`config.mk`:
```
export PLATFORM = sky130hd
export DESIGN_NAME = ft_tx_arbiter_flat
export DESIGN_NICKNAME = d
export VERILOG_FILES = /design/src/rtl/ft_tx_arbiter_if.sv /design/src/rtl/ft_tx_arbiter.sv /design/src/flat_wrapper.sv
export SDC_FILE = /design/constraint.sdc
export NUM_CORES = 1
export LEC_CHECK = 0
export BUFFER_PORTS_ARGS = -buffer_cell sky130_fd_sc_hd__buf_2
export CAP_MARGIN = 5
export CORE_ASPECT_RATIO = 0.9
export CORE_MARGIN = 4
export CORE_UTILIZATION = 38
export CTS_CLUSTER_DIAMETER = 150
export DETAILED_ROUTE_END_ITERATION = 8
export PLACE_DENSITY = 0.77
export SYNTH_ARGS = -nofsm -noshare
export SYNTH_HDL_FRONTEND = slang
export SYNTH_SLANG_ARGS = --single-unit
```
`constraint.sdc`:
```
create_clock -name clk -period 2.1 [get_ports clk]
set_input_delay 0 -clock clk [delete_from_list [all_inputs] [get_ports clk]]
set_output_delay 0 -clock clk [all_outputs]
set_load 0.05 [all_outputs]
```
`src/rtl/ft_tx_arbiter_if.sv`:
```
`default_nettype none
// ---------------------------------------------------------------------------
// ft_tx_arbiter_if : requester-side and bridge-side signals of ft_tx_arbiter
// Rev 1.0
// ---------------------------------------------------------------------------
interface ft_tx_arbiter_if #(
  parameter int NUM_CH    = 4,
  parameter int BUS_WIDTH = 16,
  parameter int LEN_W     = 8
);
  logic [NUM_CH-1:0]           req_valid;
  logic [NUM_CH*LEN_W-1:0]     req_len;
  logic [NUM_CH*BUS_WIDTH-1:0] req_data;
  logic [NUM_CH-1:0]           req_ready;
  logic [NUM_CH-1:0]           req_done;
  logic [BUS_WIDTH-1:0]        ui_din;
  logic [BUS_WIDTH/8-1:0]      ui_din_be;
  logic                        ui_din_valid;
  logic                        ui_din_full;

  modport master (
    input  req_valid, req_len, req_data, ui_din_full,
    output req_ready, req_done, ui_din, ui_din_be, ui_din_valid
  );

  modport slave (
    output req_valid, req_len, req_data, ui_din_full,
    input  req_ready, req_done, ui_din, ui_din_be, ui_din_valid
  );
endinterface
`default_nettype wire

```
`src/rtl/ft_tx_arbiter.sv`:
```
`default_nettype none
// ---------------------------------------------------------------------------
// ft_tx_arbiter : round-robin packet arbiter, header {SYNC,ch,len} + payload
// Rev 1.0
// ---------------------------------------------------------------------------
module ft_tx_arbiter #(
  parameter int         NUM_CH    = 4,
  parameter int         BUS_WIDTH = 16,
  parameter int         LEN_W     = 8,
  parameter logic [3:0] SYNC      = 4'hA
) (
  input  logic           clk,
  input  logic           rst_n,
  input  logic           enable,
  ft_tx_arbiter_if.master bus,
  output logic           busy,
  output logic [3:0]     grant_ch
);

  localparam int CH_W = (NUM_CH > 1) ? $clog2(NUM_CH) : 1;

  localparam logic [1:0] S_IDLE = 2'd0;
  localparam logic [1:0] S_HDR  = 2'd1;
  localparam logic [1:0] S_PAY  = 2'd2;

  logic [1:0]           state;
  logic [CH_W-1:0]      rr_ptr;
  logic [CH_W-1:0]      gnt;
  logic [CH_W-1:0]      pick;
  logic                 pick_ok;
  logic [LEN_W-1:0]     words_left;
  logic [BUS_WIDTH-1:0] hdr;
  logic                 pay_xfer;

  logic [LEN_W-1:0]     len_arr  [NUM_CH];
  logic [BUS_WIDTH-1:0] data_arr [NUM_CH];

  generate
    for (genvar g = 0; g < NUM_CH; g++) begin : g_unpack
      assign len_arr[g]  = bus.req_len[g*LEN_W +: LEN_W];
      assign data_arr[g] = bus.req_data[g*BUS_WIDTH +: BUS_WIDTH];
    end
  endgenerate

  function automatic logic [CH_W-1:0] ch_add(input logic [CH_W-1:0] base, input int off);
    int s;
    s = (int'(base) + off) % NUM_CH;
    return CH_W'(s);
  endfunction

  // Scan from the farthest offset down so the nearest requester after rr_ptr wins.
  always_comb begin
    pick    = '0;
    pick_ok = 1'b0;
    for (int off = NUM_CH; off >= 1; off--) begin
      if (bus.req_valid[ch_add(rr_ptr, off)]) begin
        pick    = ch_add(rr_ptr, off);
        pick_ok = 1'b1;
      end
    end
  end

  assign pay_xfer = (state == S_PAY) && bus.req_valid[gnt] && !bus.ui_din_full;

  always_ff @(posedge clk or negedge rst_n) begin
    if (!rst_n) begin
      state      <= S_IDLE;
      rr_ptr     <= CH_W'(NUM_CH - 1);
      words_left <= '0;
      gnt        <= '0;
    end else begin
      case (state)
        S_IDLE: begin
          if (enable && pick_ok) begin
            gnt        <= pick;
            words_left <= len_arr[pick];
            state      <= S_HDR;
          end
        end
        S_HDR: begin
          if (!bus.ui_din_full) begin
            rr_ptr <= gnt;
            state  <= (words_left == '0) ? S_IDLE : S_PAY;
          end
        end
        S_PAY: begin
          if (pay_xfer) begin
            words_left <= words_left - LEN_W'(1);
            if (words_left == LEN_W'(1)) state <= S_IDLE;
          end
        end
        default: state <= S_IDLE;
      endcase
    end
  end

  // words_left still holds the latched length while in HDR.
  always_comb begin
    hdr                          = '0;
    hdr[BUS_WIDTH-1 -: 4]        = SYNC;
    hdr[BUS_WIDTH-5 -: 4]        = 4'(gnt);
    hdr[LEN_W-1:0]               = words_left;
  end

  always_comb begin
    bus.ui_din       = '0;
    bus.ui_din_valid = 1'b0;
    bus.req_ready    = '0;
    bus.req_done     = '0;
    case (state)
      S_HDR: begin
        bus.ui_din       = hdr;
        bus.ui_din_valid = !bus.ui_din_full;
        bus.req_done[gnt] = !bus.ui_din_full && (words_left == '0);
      end
      S_PAY: begin
        bus.ui_din         = data_arr[gnt];
        bus.ui_din_valid   = pay_xfer;
        bus.req_ready[gnt] = pay_xfer;
        bus.req_done[gnt]  = pay_xfer && (words_left == LEN_W'(1));
      end
      default: ;
    endcase
  end

  // Byte enables are all ones in operation but forced low under reset.
  assign bus.ui_din_be = {(BUS_WIDTH/8){rst_n}};
  assign busy          = (state != S_IDLE);
  assign grant_ch      = busy ? 4'(gnt) : 4'd0;

endmodule
`default_nettype wire
```
`src/flat_wrapper.sv`:
```
// flat-port wrapper written by rule: the top's interface ports become plain ports
module ft_tx_arbiter_flat 
#(
  parameter int         NUM_CH    = 4,
  parameter int         BUS_WIDTH = 16,
  parameter int         LEN_W     = 8,
  parameter logic [3:0] SYNC      = 4'hA
)
  (clk, rst_n, enable, busy, grant_ch, bus_req_valid, bus_req_len, bus_req_data, bus_ui_din_full, bus_req_ready, bus_req_done, bus_ui_din, bus_ui_din_be, bus_ui_din_valid);
  ft_tx_arbiter_if #(.NUM_CH(NUM_CH), .BUS_WIDTH(BUS_WIDTH), .LEN_W(LEN_W)) bus_i ();
  input  logic clk;
  input  logic rst_n;
  input  logic enable;
  output logic busy;
  output logic [3:0] grant_ch;
  input wire logic [$bits(bus_i.req_valid)-1:0] bus_req_valid;
  input wire logic [$bits(bus_i.req_len)-1:0] bus_req_len;
  input wire logic [$bits(bus_i.req_data)-1:0] bus_req_data;
  input wire logic [$bits(bus_i.ui_din_full)-1:0] bus_ui_din_full;
  output wire logic [$bits(bus_i.req_ready)-1:0] bus_req_ready;
  output wire logic [$bits(bus_i.req_done)-1:0] bus_req_done;
  output wire logic [$bits(bus_i.ui_din)-1:0] bus_ui_din;
  output wire logic [$bits(bus_i.ui_din_be)-1:0] bus_ui_din_be;
  output wire logic [$bits(bus_i.ui_din_valid)-1:0] bus_ui_din_valid;
  assign bus_i.req_valid = bus_req_valid;
  assign bus_i.req_len = bus_req_len;
  assign bus_i.req_data = bus_req_data;
  assign bus_i.ui_din_full = bus_ui_din_full;
  assign bus_req_ready = bus_i.req_ready;
  assign bus_req_done = bus_i.req_done;
  assign bus_ui_din = bus_i.ui_din;
  assign bus_ui_din_be = bus_i.ui_din_be;
  assign bus_ui_din_valid = bus_i.ui_din_valid;
  ft_tx_arbiter #(.NUM_CH(NUM_CH), .BUS_WIDTH(BUS_WIDTH), .LEN_W(LEN_W), .SYNC(SYNC)) u_core (.clk(clk), .rst_n(rst_n), .enable(enable), .bus(bus_i), .busy(busy), .grant_ch(grant_ch));
endmodule
```
* After elaboration in Yosys (flattened, before gate mapping)
Index checks and enable logic that the tools add are counted.
** Word-level totals
- Word-level logic and storage cells :: 85
- Register bits after elaboration :: 14
** Operators by class
- Magnitude comparators :: 8
- Add/subtract/negate cells :: 5
- Bitwise logic cells :: 6
- Reduce and logical (&&, ||, !) cells :: 15
- Multiplexer cells :: 40
- Equality and inequality tests :: 7
** Operator list (number)
- 16-bit binary-select mux with 2-bit select :: 1
- 16-bit two-way mux :: 2
- 8-bit two-way mux :: 4
- 16-bit one-hot mux with 2 select lines :: 1
- 2-bit two-way mux :: 10
- 8-bit binary-select mux with 2-bit select :: 1
- 8-bit one-hot mux with 2 select lines :: 1
- 2-bit by 3-bit < comparator with 1-bit output, second input constant :: 5
- 4-bit bitwise AND :: 3
- 1-bit binary-select mux with 2-bit select :: 5
- 1-bit two-way mux :: 10
- 8-bit by 1-bit == test with 1-bit output, second input constant :: 1
- 8-bit logical NOT :: 1
- 4-bit one-hot mux with 2 select lines :: 1
- 8-bit by 1-bit subtractor with 8-bit output, second input constant :: 1
- 3-bit greater-or-equal comparator, second input constant :: 2
- 1-bit logical AND :: 6
- 2-bit inverter with 3-bit output :: 2
- 2-bit one-hot mux with 3 select lines :: 1
- 2-bit by 1-bit adder with 2-bit output, second input constant :: 2
- 2-bit adder, second input constant :: 2
- 4-bit two-way mux :: 1
- 2-bit by 1-bit != test with 1-bit output, second input constant :: 2
- 2-bit != test, second input constant :: 2
- other kinds (12) :: 14

* Logic depth before layout (Yosys ltp)
- Depth after elaboration :: 13
- Gate-level depth with buffers :: 9

* Least setup slack after synthesis
Ideal clock, no wire load.
- Path kind :: register -> output
- From :: register u_core.gnt[0]
- To :: output port bus_req_ready[1]
- Buffers on the path :: 3
- Slack :: -712 ps
- Stages on the path, launching flop included :: 5
- Data required time :: 2100 ps
- Arrival :: 2812 ps
- Cell sequence :: dfrtp_1 -> buf_2 -> buf_2 -> clkbuf_1 -> nor4b_1
** On the way
- Word-level cells in the longest chain between the ends :: 6
** Ends and longest elaborated chain
- start, declared :: RTL line ft_tx_arbiter.sv:28 : logic [CH_W-1:0] gnt;
- start signal, assigned :: RTL line ft_tx_arbiter.sv:75 : gnt <= pick;
- 2-bit by 3-bit < comparator with 1-bit output (implied by the code), or another cell as far along :: RTL line ft_tx_arbiter.sv:119 : bus.req_ready[gnt] = pay_xfer;
- 1-bit logical AND (implied by the code) / 1-bit two-way mux (equally long branches) :: RTL line ft_tx_arbiter.sv:119, ft_tx_arbiter.sv:63
- 1-bit two-way mux (implied by the code) / 1-bit logical AND (equally long branches) :: RTL line ft_tx_arbiter.sv:119, ft_tx_arbiter.sv:63
- 1-bit demux with 2-bit select / 1-bit logical AND (equally long branches)
- 4-bit bitwise AND (no source line) *
- 4-bit two-way mux * :: RTL line ft_tx_arbiter.sv:110 : case (state)
- end, declared :: RTL line flat_wrapper.sv:20 : output wire logic [$bits(bus_i.req_ready)-1:0] bus_req_ready;
Mark *: on every way between the ends. The rest lies on a longest branch, timed or not. The select of a mux whose other input is x is not followed.

* Final worst setup path
- From :: register u_core.words_left[2]
- To :: output port bus_req_done[2]
** On the way
- Word-level cells in the longest chain between the ends :: 4
** Ends and longest elaborated chain
- start, declared :: RTL line ft_tx_arbiter.sv:31 : logic [LEN_W-1:0] words_left;
- start signal, assigned :: RTL line ft_tx_arbiter.sv:76 : words_left <= len_arr[pick];
- start signal, assigned :: RTL line ft_tx_arbiter.sv:88 : words_left <= words_left - LEN_W'(1);
- 8-bit by 1-bit == test with 1-bit output / 8-bit logical NOT (equally long branches) :: RTL line ft_tx_arbiter.sv:120, ft_tx_arbiter.sv:114
- 1-bit logical AND, on equally long branches :: RTL line ft_tx_arbiter.sv:120, ft_tx_arbiter.sv:114
- 4-bit bitwise AND (no source line)
- 4-bit one-hot mux with 2 select lines * :: RTL line ft_tx_arbiter.sv:110
- end, declared :: RTL line flat_wrapper.sv:21 : output wire logic [$bits(bus_i.req_done)-1:0] bus_req_done;
Mark *: on every way between the ends. The rest lies on a longest branch, timed or not.

==> summary.md <==
| Metric | Value |
|---|---|
| Status | `finished, violations left` |
| Failing checks | `setup timing` |
| Syn Inst Count | `210` |
| Slew headroom | `0.506` |
| TritonCTS buffer count | `3` |
| Number of DRC markers in iteration 0 | `138` |
| Tcrit/Tclk final | `1.07` |
| # IOs | `136` |
| Initial core utilization | `0.401` |
| Clk buf depth | `2` |
| Vias | `2,403` |
| Placer Congestion | `0.868` |
| DRC viols | `0` |
| Die width | `84.0 um` |
| CP cell instances | `or3_4 -> nor4_4 -> buf_4 -> a31o_4 -> nand3_4 -> nor3b_2 -> buf_6` |
| Final hold vios | `0` |
| Synth Area in Compound Gates | `0.192` |
| GRT Total Usage | `0.202` |
| Unrepaired setup endpoints after global routing | `yes` |
| Critical path capture point type | `output port` |
| IO buf count | `133` |
| Final HPWL DP | `5450 um` |
| Cell Area, Synth | `1980 sq um` |
| Routed Antenna Nets | `0` |
| H-tree Lvls | `1` |
| Worst Tran Pin Value | `0.731 ns` |
| Cell Pwr Density | `1370 nW/um^2` |
| Top FF cell, synth | `dfrtp_1` |
| Overall routed net length | `7640 um` |
| Avg Inst Size Synth | `9.41 sq um` |
| Hold WC Path Type | `in2reg` |
| DR top layer | `met4` |
| Yosys cell types | `51` |
| Combinational family with the most area after synthesis | `multiplexers` |
| Seq/Total Area, Yosys | `0.178` |
| Die area | `6420 sq um` |
| Largest net degree at the start of global routing | `28` |
| Area delta synth->final | `61.4%` |
| CP delay by family, top | `simple AND/OR/NAND/NOR gates` |
| Antenna violations before repair | `0` |
| Placed cells | `409` |
| Post-synthesis mux area share | `0.313` |
| Placement Cell Area | `2820 sq um` |
| Fillers | `405` |
| Row cnt | `24` |
| Final setup viols | `13` |
| Antenna cells | `0` |
| Die height | `76.4 um` |
| Ys async rst share | `1.00` |
| Number of global-route vias before repair | `2,302` |
| Yosys warnings | `0` |
| Tmin final | `2.25 ns` |
| Worst Path Buf+Inv | `2` |
| Leakage | `1.55 nW` |
| Wl on met1 | `2750 um` |
| Worst skew pair latency | `0.24 ns` |
| Clk sink count | `14` |
| R2r startpoint | `u_core.state[1]` |
| F_max | `445 MHz` |
| CP max FO | `4` |
| Skew final | `0.00208 ns` |
| Share of cells above drive strength 1 | `0.626` |
| Crit path kind | `reg2out` |
| Power Total | `4.38 mW` |
| Met3 Routed Length | `693 um` |
| Max-Cap Viols | `0` |
| Slew Viols, Final | `0` |
| Adder-cell share of the synthesized area | `0.0316` |
| Routed WL per cell | `17.7 um` |
| Crit start category | `flip-flop` |
| Setup_tns | `-0.878 ns` |
| Via-to-Cell Ratio | `5.58` |
| CP arrival | `2.25 ns` |
| WL met2 | `4020 um` |
| Area of the core | `4920 sq um` |
| Slowest stage cell, crit path | `or3_4` |
| Root buffer selected by CTS | `clkbuf_8` |
| Post-synth EDFFs | `0` |
| Worst setup startpoint | `u_core.words_left[2]` |
| Synth Area in XOR/XNOR | `0.00443` |
| WP data required | `2.10 ns` |
| PnR worst setup slack | `-0.150 ns` |
| Peak VDD IR | `0.919 mV` |
| Hold Crit Start | `bus_ui_din_full` |
| Global route overflow | `0` |
| First-pass GRT wire length | `10,700 um` |
| Flops & latches, synth | `14` |
| Layout Cells excl Fill | `431` |
| Finished Cell Area | `3190 sq um` |
| Final net count | `476` |
| CP max stage delay | `0.42 ns` |
| Detailed Routing Iterations Pass 1 | `4` |
| CTS tree | `yes` |
| Synth Area in Simple Gates | `0.203` |
| Reg clk slew, reported paths | `0.06 ns` |
==> final timing paths <==
kind                                   endpoint  slack [ns]  cells after the start
max reg2reg                u_core.words_left[6]       -0.12                      7
max in group asynchronous      u_core.rr_ptr[1]        1.59                      2
min in group asynchronous       u_core.state[0]        0.20                      2
max                             bus_req_done[2]       -0.15                      7
min                             u_core.state[1]        0.08                      3
min reg2reg                    u_core.rr_ptr[0]        0.64                      1
==> report_power, final <==
group / switching, mW / total, mW / internal [mW]
clock: 0.101 / 0.267 / 0.166
sequential: 0.176 / 0.596 / 0.421
combinational: 1.88 / 3.52 / 1.63
==> worst reg2reg max path: stages (launching register included) <==
cell and delay (ns):
dfrtp_1 0.45, ha_4 0.17, or3b_4 0.41, o22a_1 0.26, a21boi_4 0.26, clkbuf_16 0.19, nand2_2 0.05, o32a_1 0.30
==> stage by stage <==
step | setup WS [ns] | hold WS, ns | util
after detailed placement | -0.0210 | -0.0683 | 0.572
after floorplan | -0.148 | -0.296 | -
after global routing | -0.213 | 0.0801 | 0.648
after global placement | 0.0771 | -0.0763 | 0.572
final | -0.150 | 0.0757 | 0.648
after CTS | -0.0151 | 0.0561 | 0.601
==> layer usage <==
layer / track usage / vias to the layer above
met5: 0 / -
met4: 0.0531 / 0
met3: 0.0368 / 14
met2: 0.374 / 143
met1: 0.236 / 1128
li1: - / 1118
==> what timing repair did <==
item,CTS,global route
cloned,0,1
endpoints found under the hold margin,14,0
buffers inserted,3,13
gates resized for setup,14,32
hold buffers,1,0
pin swaps,4,9
endpoints found under the setup margin,9,26
==> logic make-up after synthesis <==
kind of cell | after synthesis
AND/OR/NAND/NOR | 71
AO/OA/AOI/OAI | 50
adder cells (fa/ha/maj) | 5
buffers and inverters | 27
multiplexers | 41
flip-flops | 14
XOR/XNOR | 1
other | 1
==> synth_stat cells, types with 2 or more instances <==
cell / instances / area, sq um
nor4_1: 2 / 12.5
buf_2: 4 / 20.0
nand3_1: 3 / 15.0
clkbuf_1: 7 / 26.3
mux4_2: 16 / 360
a21oi_1: 7 / 35.0
mux2_2: 3 / 33.8
mux2i_1: 21 / 210
a221oi_2: 2 / 30.0
o21ai_1: 5 / 25.0
nor3b_1: 4 / 30.0
nand2_1: 15 / 56.3
a22oi_1: 10 / 75.1
nor2_1: 7 / 26.3
nor4b_1: 2 / 17.5
dfrtp_1: 12 / 300
buf_4: 5 / 37.5
o22ai_1: 2 / 12.5
o221a_1: 5 / 56.3
ha_1: 5 / 62.6
o21ai_0: 6 / 30.0
and3_1: 9 / 56.3
dfstp_2: 2 / 52.6
inv_1: 8 / 30.0
nor2b_1: 14 / 87.6
nor3_1: 5 / 25.0
nand2b_1: 2 / 12.5
o22a_1: 3 / 26.3
a21oi_2: 2 / 17.5
==> flip-flops by register name, summed over array words and instances, names as in the netlist <==
signal / count
u_core.gnt: 2
u_core.state: 2
u_core.rr_ptr: 2
u_core.words_left: 8
==> cells in the final DEF (no fill, tap or decap), types with 2 or more instances in the layout <==
cell type	count
nor4b_2	2
mux2i_2	3
buf_12	3
o22a_1	3
nand2_2	2
nor3_2	2
ha_1	4
buf_2	128
a22oi_1	10
buf_6	7
o221a_1	5
nor3b_1	2
mux2_2	3
a21oi_1	7
a21oi_2	2
dfrtp_1	12
nor3_1	3
nand2_1	13
o21ai_2	5
mux4_2	16
and3_1	8
inv_1	7
nor2_1	7
clkbuf_8	4
a221oi_2	2
conb_1	2
nor2b_1	14
nand3_1	2
nand2b_1	2
mux2i_1	18
o21ai_1	5
buf_4	30
dfstp_2	2
==> layout make-up <==
type                            count  area, sq um  area share
Clock buffer                        4         55.1      0.0173
Inverter                            8         30.0     0.00941
Multi-Input combinational cell    170         1630       0.511
Sequential cell                    14          353       0.111
Tap cell                           65         81.3      0.0255
Timing Repair Buffer              170         1040       0.326
(Power assumes the default switching activity.)
